**src/rtl/cpu_pipe_pkg.sv**
```systemverilog
// cpu_pipe_pkg: shared stage-register state encoding, NOP control value and per-boundary widths
package cpu_pipe_pkg;
  typedef enum logic [1:0] {EMPTY, FULL, SKID} pipe_state_e;
  localparam int CTRL_NOP = 0;
  localparam int IFID_CTRL_W = 1;
  localparam int IFID_DATA_W = 64;
  localparam int IDEX_CTRL_W = 10;
  localparam int IDEX_DATA_W = 117;
  localparam int EXMEM_CTRL_W = 6;
  localparam int EXMEM_DATA_W = 101;
  localparam int MEMWB_CTRL_W = 3;
  localparam int MEMWB_DATA_W = 69;
endpackage

```
**src/rtl/pipe_entry.sv**
```systemverilog
// pipe_entry: one valid+ctrl+data register with load, ctrl clear and full clear
module pipe_entry
  import cpu_pipe_pkg::*;
#(
  parameter int CTRL_W = 10,
  parameter int DATA_W = 117
) (
  input  logic              clk,
  input  logic              clr_all,
  input  logic              clr_ctrl,
  input  logic              load,
  input  logic [CTRL_W-1:0] in_ctrl,
  input  logic [DATA_W-1:0] in_data,
  output logic              valid,
  output logic [CTRL_W-1:0] ctrl,
  output logic [DATA_W-1:0] data
);
  always_ff @(posedge clk) begin
    if (clr_all) begin
      valid <= 1'b0;
      ctrl  <= CTRL_W'(CTRL_NOP);
      data  <= '0;
    end else if (clr_ctrl) begin
      valid <= 1'b0;
      ctrl  <= CTRL_W'(CTRL_NOP);
    end else if (load) begin
      valid <= 1'b1;
      ctrl  <= in_ctrl;
      data  <= in_data;
    end
  end
endmodule

```
**src/rtl/pipe_stage_reg.sv**
```systemverilog
// pipe_stage_reg: handshaked pipeline stage register with skid entry, flush and bubble counter
module pipe_stage_reg
  import cpu_pipe_pkg::*;
#(
  parameter int CTRL_W = IDEX_CTRL_W,
  parameter int DATA_W = IDEX_DATA_W,
  parameter int CNT_W  = 16
) (
  input  logic              clk,
  input  logic              rst,
  input  logic              flush,
  input  logic              in_valid,
  output logic              in_ready,
  input  logic [CTRL_W-1:0] in_ctrl,
  input  logic [DATA_W-1:0] in_data,
  output logic              out_valid,
  input  logic              out_ready,
  output logic [CTRL_W-1:0] out_ctrl,
  output logic [DATA_W-1:0] out_data,
  output logic [CNT_W-1:0]  bubble_cnt
);
  localparam logic [CNT_W-1:0] CNT_MAX = '1;
  pipe_state_e state, state_nxt;
  logic accept, drain;
  logic main_load, main_from_skid, main_clr, skid_load, skid_clr;
  logic skid_valid;
  logic [CTRL_W-1:0] skid_ctrl, main_in_ctrl;
  logic [DATA_W-1:0] skid_data, main_in_data;
  assign accept = in_valid & in_ready;
  assign drain  = out_valid & out_ready;
  always_ff @(posedge clk) begin
    state      <= rst ? EMPTY : state_nxt;
    in_ready   <= rst ? 1'b1 : (state_nxt != SKID);
    bubble_cnt <= rst ? '0 : (!out_valid && bubble_cnt != CNT_MAX) ? bubble_cnt + 1'b1 : bubble_cnt;
  end
  always_comb begin
    state_nxt = flush ? EMPTY :
                state == EMPTY ? (accept ? FULL : EMPTY) :
                state == FULL  ? ((accept && !drain) ? SKID : (!accept && drain) ? EMPTY : FULL) :
                                 (drain ? FULL : SKID);
  end
  // skid never receives from upstream while draining into main, so main picks one source
  always_comb begin
    main_from_skid = !flush && state == SKID && drain;
    main_load      = main_from_skid || (!flush && accept && (state == EMPTY || drain));
    main_clr       = flush || (state == FULL && drain && !accept);
    skid_load      = !flush && state == FULL && accept && !drain;
    skid_clr       = flush || (state == SKID && drain);
    main_in_ctrl   = main_from_skid ? skid_ctrl : in_ctrl;
    main_in_data   = main_from_skid ? skid_data : in_data;
  end
  pipe_entry #(.CTRL_W(CTRL_W), .DATA_W(DATA_W)) u_main (
    .clk(clk), .clr_all(rst), .clr_ctrl(main_clr), .load(main_load),
    .in_ctrl(main_in_ctrl), .in_data(main_in_data),
    .valid(out_valid), .ctrl(out_ctrl), .data(out_data)
  );
  pipe_entry #(.CTRL_W(CTRL_W), .DATA_W(DATA_W)) u_skid (
    .clk(clk), .clr_all(rst), .clr_ctrl(skid_clr), .load(skid_load),
    .in_ctrl(in_ctrl), .in_data(in_data),
    .valid(skid_valid), .ctrl(skid_ctrl), .data(skid_data)
  );
endmodule

```
**config.mk**
```make
export PLATFORM = sky130hd
export DESIGN_NAME = pipe_stage_reg
export DESIGN_NICKNAME = d
export VERILOG_FILES = /design/src/rtl/cpu_pipe_pkg.sv /design/src/rtl/pipe_entry.sv /design/src/rtl/pipe_stage_reg.sv
export SDC_FILE = /design/constraint.sdc
export NUM_CORES = 1
export LEC_CHECK = 0
export ABC_AREA = 1
export CAP_MARGIN = 20
export CORE_MARGIN = 2
export CORE_UTILIZATION = 39
export DETAILED_ROUTE_END_ITERATION = 8
export PLACE_DENSITY = 0.68
export SYNTH_ARGS = -nofsm -noshare
export SYNTH_HDL_FRONTEND = slang
export SYNTH_SLANG_ARGS = --single-unit
```
**constraint.sdc**
```tcl
create_clock -name clk -period 1.6 [get_ports clk]
set_clock_uncertainty 0.05 [all_clocks]
set_input_delay 0.32 -clock clk [delete_from_list [all_inputs] [get_ports clk]]
set_output_delay 0.32 -clock clk [all_outputs]
set_load 0.01 [all_outputs]
```
======== Word-level counts from Yosys, hierarchy flattened ========
Index checks and enable logic that the tools add are counted.
word-level totals
  flip-flop bits (word level) ............. 274
  bits of input ports ..................... 132
  output and inout port bits .............. 145
  word-level logic and storage cells ...... 52
cells by class
  add/subtract/negate cells ............... 1
  equality and inequality tests ........... 4
  muxes and demuxes ....................... 9
  bitwise gates (word level) .............. 4
  reductions and logical operators ........ 26
operators with widths
  kind                                                              count
  117-bit two-way mux                                               1
  16-bit by 1-bit adder with 16-bit output (second input constant)  1
  16-bit inequality test (second input constant)                    1
  1-bit logical AND                                                 13
  10-bit two-way mux                                                1
  2-bit two-way mux                                                 5
  1-bit zero test                                                   4
  1-bit logical OR                                                  4
  2-bit AND reduction                                               2
  2-bit OR reduction                                                2
  1-bit AND                                                         2
  2-bit by 1-bit == test with 1-bit output (second input constant)  1
  2-bit == test (second input constant)                             1
  2-bit zero test                                                   1
  1-bit two-way mux                                                 2
  2-bit inequality test (second input constant)                     1
  1-bit NOT                                                         2

======== Logic depth before layout (Yosys ltp) ========
  word-level depth ........................ 9
  gate-level depth with buffers ........... 9
  depth with buffers taken out ............ 9

======== Cells and area by module ========
From an unflattened synthesis, not the netlist that was laid out.
unflattened totals
  cell total of the unflattened synthesis .. 1920
  area total of the unflattened synthesis .. 13803.2 um^2
by module, submodules not included
  module          instances  cells each  area each (um^2)  sequential area each (um^2)
  pipe_entry      2          802         5295.1            2562.5
  pipe_stage_reg  1          316         3213.1            380.4

======== Least setup slack after synthesis ========
No wires, ideal clock.
  path kind ............................... register to register
  start point ............................. register bubble_cnt[0]
  end point ............................... register bubble_cnt[11]
  setup time .............................. 132 ps
  arrival ................................. 1393 ps
  required time ........................... 1418 ps
  path slack .............................. 25 ps
  cell stages (with the launch flop) ...... 10
  path buffers ............................ 1
  clock period less this slack ............ 1575 ps
  cells stage by stage .................... dfxtp_1 -> ha_1 -> nand2_1 -> nor2_1 -> nand2_1 -> nor2_1 -> nor2_1 -> buf_4 -> nand2_1 -> a21oi_1
on the way
  cells in the longest elaborated chain, start to end .. 2
  elaborated cells between the ends (all ways) .. 3
  classes of those cells .................. add/sub (1); eq/ne (1); reduce/logical (1)
RTL lines
  element                                                                           line                  RTL
  start: declaration                                                                pipe_stage_reg.sv:20  output logic [CNT_W-1:0] bubble_cnt
  start signal: assignment                                                          pipe_stage_reg.sv:34  bubble_cnt <= rst ? '0 : (!out_valid && bubble_cnt != CNT_MAX) ? bubble_cnt + 1'b1 : bubble_cnt;
  branches (longest 2 deep; another with 16-bit by 1-bit adder with 16-bit output)  --
Several ways; the timed one is not identified.
A chain may end at the register's enable or synchronous reset.

======== Worst setup path after layout ========
  start point ............................. register u_main.valid
  end point ............................... register u_main.data[63]
on the way
  cells in the longest elaborated chain, start to end .. 6
  elaborated cells between the ends (all ways) .. 11
  classes of those cells .................. mux (1); bitwise (2); reduce/logical (8)
RTL lines
  element                          line                  RTL
  start: declaration               pipe_entry.sv:14      output logic valid,
  start signal: assignment         pipe_entry.sv:20      valid <= 1'b0;
  start signal: assignment         pipe_entry.sv:24      valid <= 1'b0;
  start signal: assignment         pipe_entry.sv:27      valid <= 1'b1;
  1-bit AND *                      pipe_stage_reg.sv:30  assign drain = out_valid & out_ready;
  1-bit logical AND (2 in series)  pipe_stage_reg.sv:46  main_clr = flush || (state == FULL && drain && !accept);
  1-bit logical OR                 pipe_stage_reg.sv:46
  1-bit NOT (no line)              --
  2-bit AND reduction (no line)    --
  end signal: assignment           pipe_entry.sv:29      data <= in_data;
  end: declaration                 pipe_entry.sv:16      output logic [DATA_W-1:0] data
Every way passes the cells marked *; elsewhere a longest branch is shown, timed or not.

==> metrics.cfg <==
[setup_path]
cp_common_cell=nor2_1
worst_path_arrival_ns=2.02
required_time_of_the_worst_setup_path_ns=1.98
critical_path_class=reg2reg
cp_cell_sequence=buf_6 > nand2_4 > inv_4 > nand4_4 > buf_12 > buf_16 > clkbuf_16 > nand2_2 > o21ai_2 > nor2_1 > nor2_1
timing.critical_path.slowest_stage_cell=dfxtp_2
crit_path_start_kind=flop
worst-path-buf-inv=5
timing.critical_path.max_delay_family=buffers and inverters
crit_path_max_incr_delay_ns=0.35
crit_fanout=7
endpoint_kind=flop

[placed_design]
post-place-ws_ns=-0.486
gpl.final_weighted_congestion=0.832
detailed_place.area_mm2=0.0150
hpwlAfterDp_um=21900
port-buffer-count=276

[synthesis]
seq_area_frac_synth_pct=48.9
post_synth_inst_count=1598
postSynthNetCount=1731
postSynthAreaPerCell_um2=7.02
post_synth_instance_area_mm2=0.0112
synth_cell_type_count=27
yosys_warnings=0
synth.ff_latch_count=274

[clocking]
clockRootBuffer=clkbuf_16
tritoncts=built
post_cts_hold_buffers=0
clk_latency_worst_skew_pair_ns=0.55
cts_buffer_depth=3
path_clk_slew_ns=0.06
cts-buffers-inserted=29
clock_sinks=274
cts.htree.levels=1

[route]
detailroute.via_count=11600
vias_per_cell=4.98
drt_iter0_markers=676
postRouteAntennaNets=0
routedWlPerCell_um=15.9
drc_errors=0
route.final.wire_length_um=36900
drtPass1Iterations=5

[timing]
rsz0062_at_grt=true
worstMarginPinSlew_ns=0.414
finalHoldViolations=0
setup_violations=18
setup-tns-final_ns=-0.288
clock.fmax_mhz=611
layout_worst_path_cycle_share_pct=102
slew_headroom_pct=72.4
period_minus_slack_ns=1.64
maxSlewViolCount=0
finalWorstSetupSlack_ns=-0.0356

[floorplan]
die_h_um=174
core_mm2=0.0285
dieArea_mm2=0.0302
row_count=62
initial_core_util_pct=39.3
die_w_um=174
io_pins=277

[cells_and_area]
fraction_of_final_layout_cells_sized_beyond_drive_strength_1_pct=17.6
area_growth_syn_to_layout_pct=51.5
stdcell_area_mm2=0.0170
design.final.nets=2049

[grt]
globalRoute.totalOverflow=0
grt_pass1_wl_um=52400
grt_antenna_before_repair=1
grt_usage_pct=20.8
grt_max_degree=72
via_count_of_the_first_global_routing_pass=10500

[pwr]
power-per-cell-area_mw_per_mm2=945
vdd.ir_drop.worst_uv=766
leakagePower_nw=7.43
design_power_total_w=0.0161

[min_path]
worst_hold_path_type=in2reg

[run_status]
run_status=complete, but fails checks
failed_checks=negative setup slack

[flow_run]
max_cap_violations=0

[power by group]
part	switching (W)	leakage, nW	internal, W
Combinational	0.00105	4.72	0.00101
Sequential	0.000152	2.24	0.00714
Clock	0.00273	0.470	0.00399
Total	0.00394	7.43	0.0121
[Yosys cell counts (all sizes together)]
cell type	instances	area, um2
ha	1	12.5
a21oi	115	576
nand4	8	71.3
a211oi	1	7.51
xnor2	3	26.3
inv	105	394
o21ai	322	1620
nand2	305	1150
clkbuf	58	218
o21bai	1	7.51
clkinv	2	7.51
xor2	4	35.0
nand3	14	70.1
nor3	2	10.0
nor3b	1	7.51
buf	53	298
nor2	329	1230
dfxtp	274	5490
[registers in the layout, summed over array words and instances, names as in the netlist]
| signal | count |
|---|---|
| u_skid.data | 117 |
| u_main.valid | 1 |
| u_main.ctrl | 10 |
| u_skid.ctrl | 10 |
| state | 2 |
| bubble_cnt | 16 |
| u_main.data | 117 |
| in_ready | 1 |
[worst min-delay path, stage by stage]
cell and delay [ns]:
clkdlybuf4s50_1 0.42, nand2_1 0.07, a21oi_1 0.05
[metal layers]
metal	GRT usage, %	vias to the layer above	share of wire, %
li1	-	5762	-
met1	26.0	5347	42
met2	35.6	372	47
met3	4.36	79	6.9
met4	7.04	0	3.7
met5	0	-	0
[cells in the final DEF (no fill, tap or decap), types with 11 or more instances in the layout]
master	n
nand3_1	14
clkbuf_16	44
inv_1	101
o21ai_1	70
buf_6	18
clkdlybuf4s15_1	11
buf_4	51
dfxtp_2	14
nor2_2	33
a21oi_1	106
nor2_1	294
dfxtp_1	260
nand2_2	36
clkdlybuf4s50_1	131
buf_2	16
dlygate4sd2_1	116
nand2_1	246
nand2_4	22
o21ai_2	30
buf_12	28
clkbuf_8	11
o21ai_0	221
[worst paths after layout]
path,cells past startpoint,start,slack (ns),endpoint
max,11,u_main.valid$_SDFFE_PP0P_,-0.04,u_main.data[63]$_SDFFE_PP0P_
min,3,in_ctrl[5],0.32,u_skid.ctrl[5]$_SDFFE_PP0P_
max reg2reg,11,u_main.valid$_SDFFE_PP0P_,-0.04,u_main.data[63]$_SDFFE_PP0P_
min reg2reg,2,u_skid.data[18]$_SDFFE_PP0P_,0.39,u_skid.data[18]$_SDFFE_PP0P_
[per-stage QoR]
stage / hold slack (ns) / utilization [%] / instances
2_1_floorplan: 0.339 / - / 1598
3_3_place_gp: 0.381 / 52.5 / 2235
3_5_place_dp: 0.387 / 52.5 / 2235
4_1_cts: 0.297 / 55.4 / 2289
5_1_grt: 0.328 / 59.6 / 2322
6_report: 0.319 / 59.6 / 2322
[logic make-up (layout without fill, tap and decap cells)]
| group | count (synthesis) | in the layout | synth area share [%] |
|---|---|---|---|
| and+or+nand+nor | 659 | 659 | 22.7 |
| AOI/OAI and AO/OA | 439 | 439 | 19.7 |
| DFF | 274 | 274 | 48.9 |
| buffers and inverters | 218 | 557 | 8.17 |
| xor gates and xnor gates | 7 | 7 | 0.546 |
| adders and majority gates | 1 | 1 | 0.111 |
| other | 0 | 1 | 0 |
[cell type report]
cell class	count	area, um2
clock inverters	3	43.8
clock buffers	49	911
well taps	384	480
repair buffers	398	4270
flip-flops and latches	274	5500
diodes	1	2.50
fillers	2665	11500
inverters	107	429
multi-input cells	1106	5370
[repair_timing]
action / in CTS / in global routing
setup endpoints to repair: 159 / 261
pin swaps: 3 / 79
setup buffers: 1 / 10
resized for setup: 233 / 266
cloned: 1 / 23
Note: power is estimated with default switching activity, not from simulation.
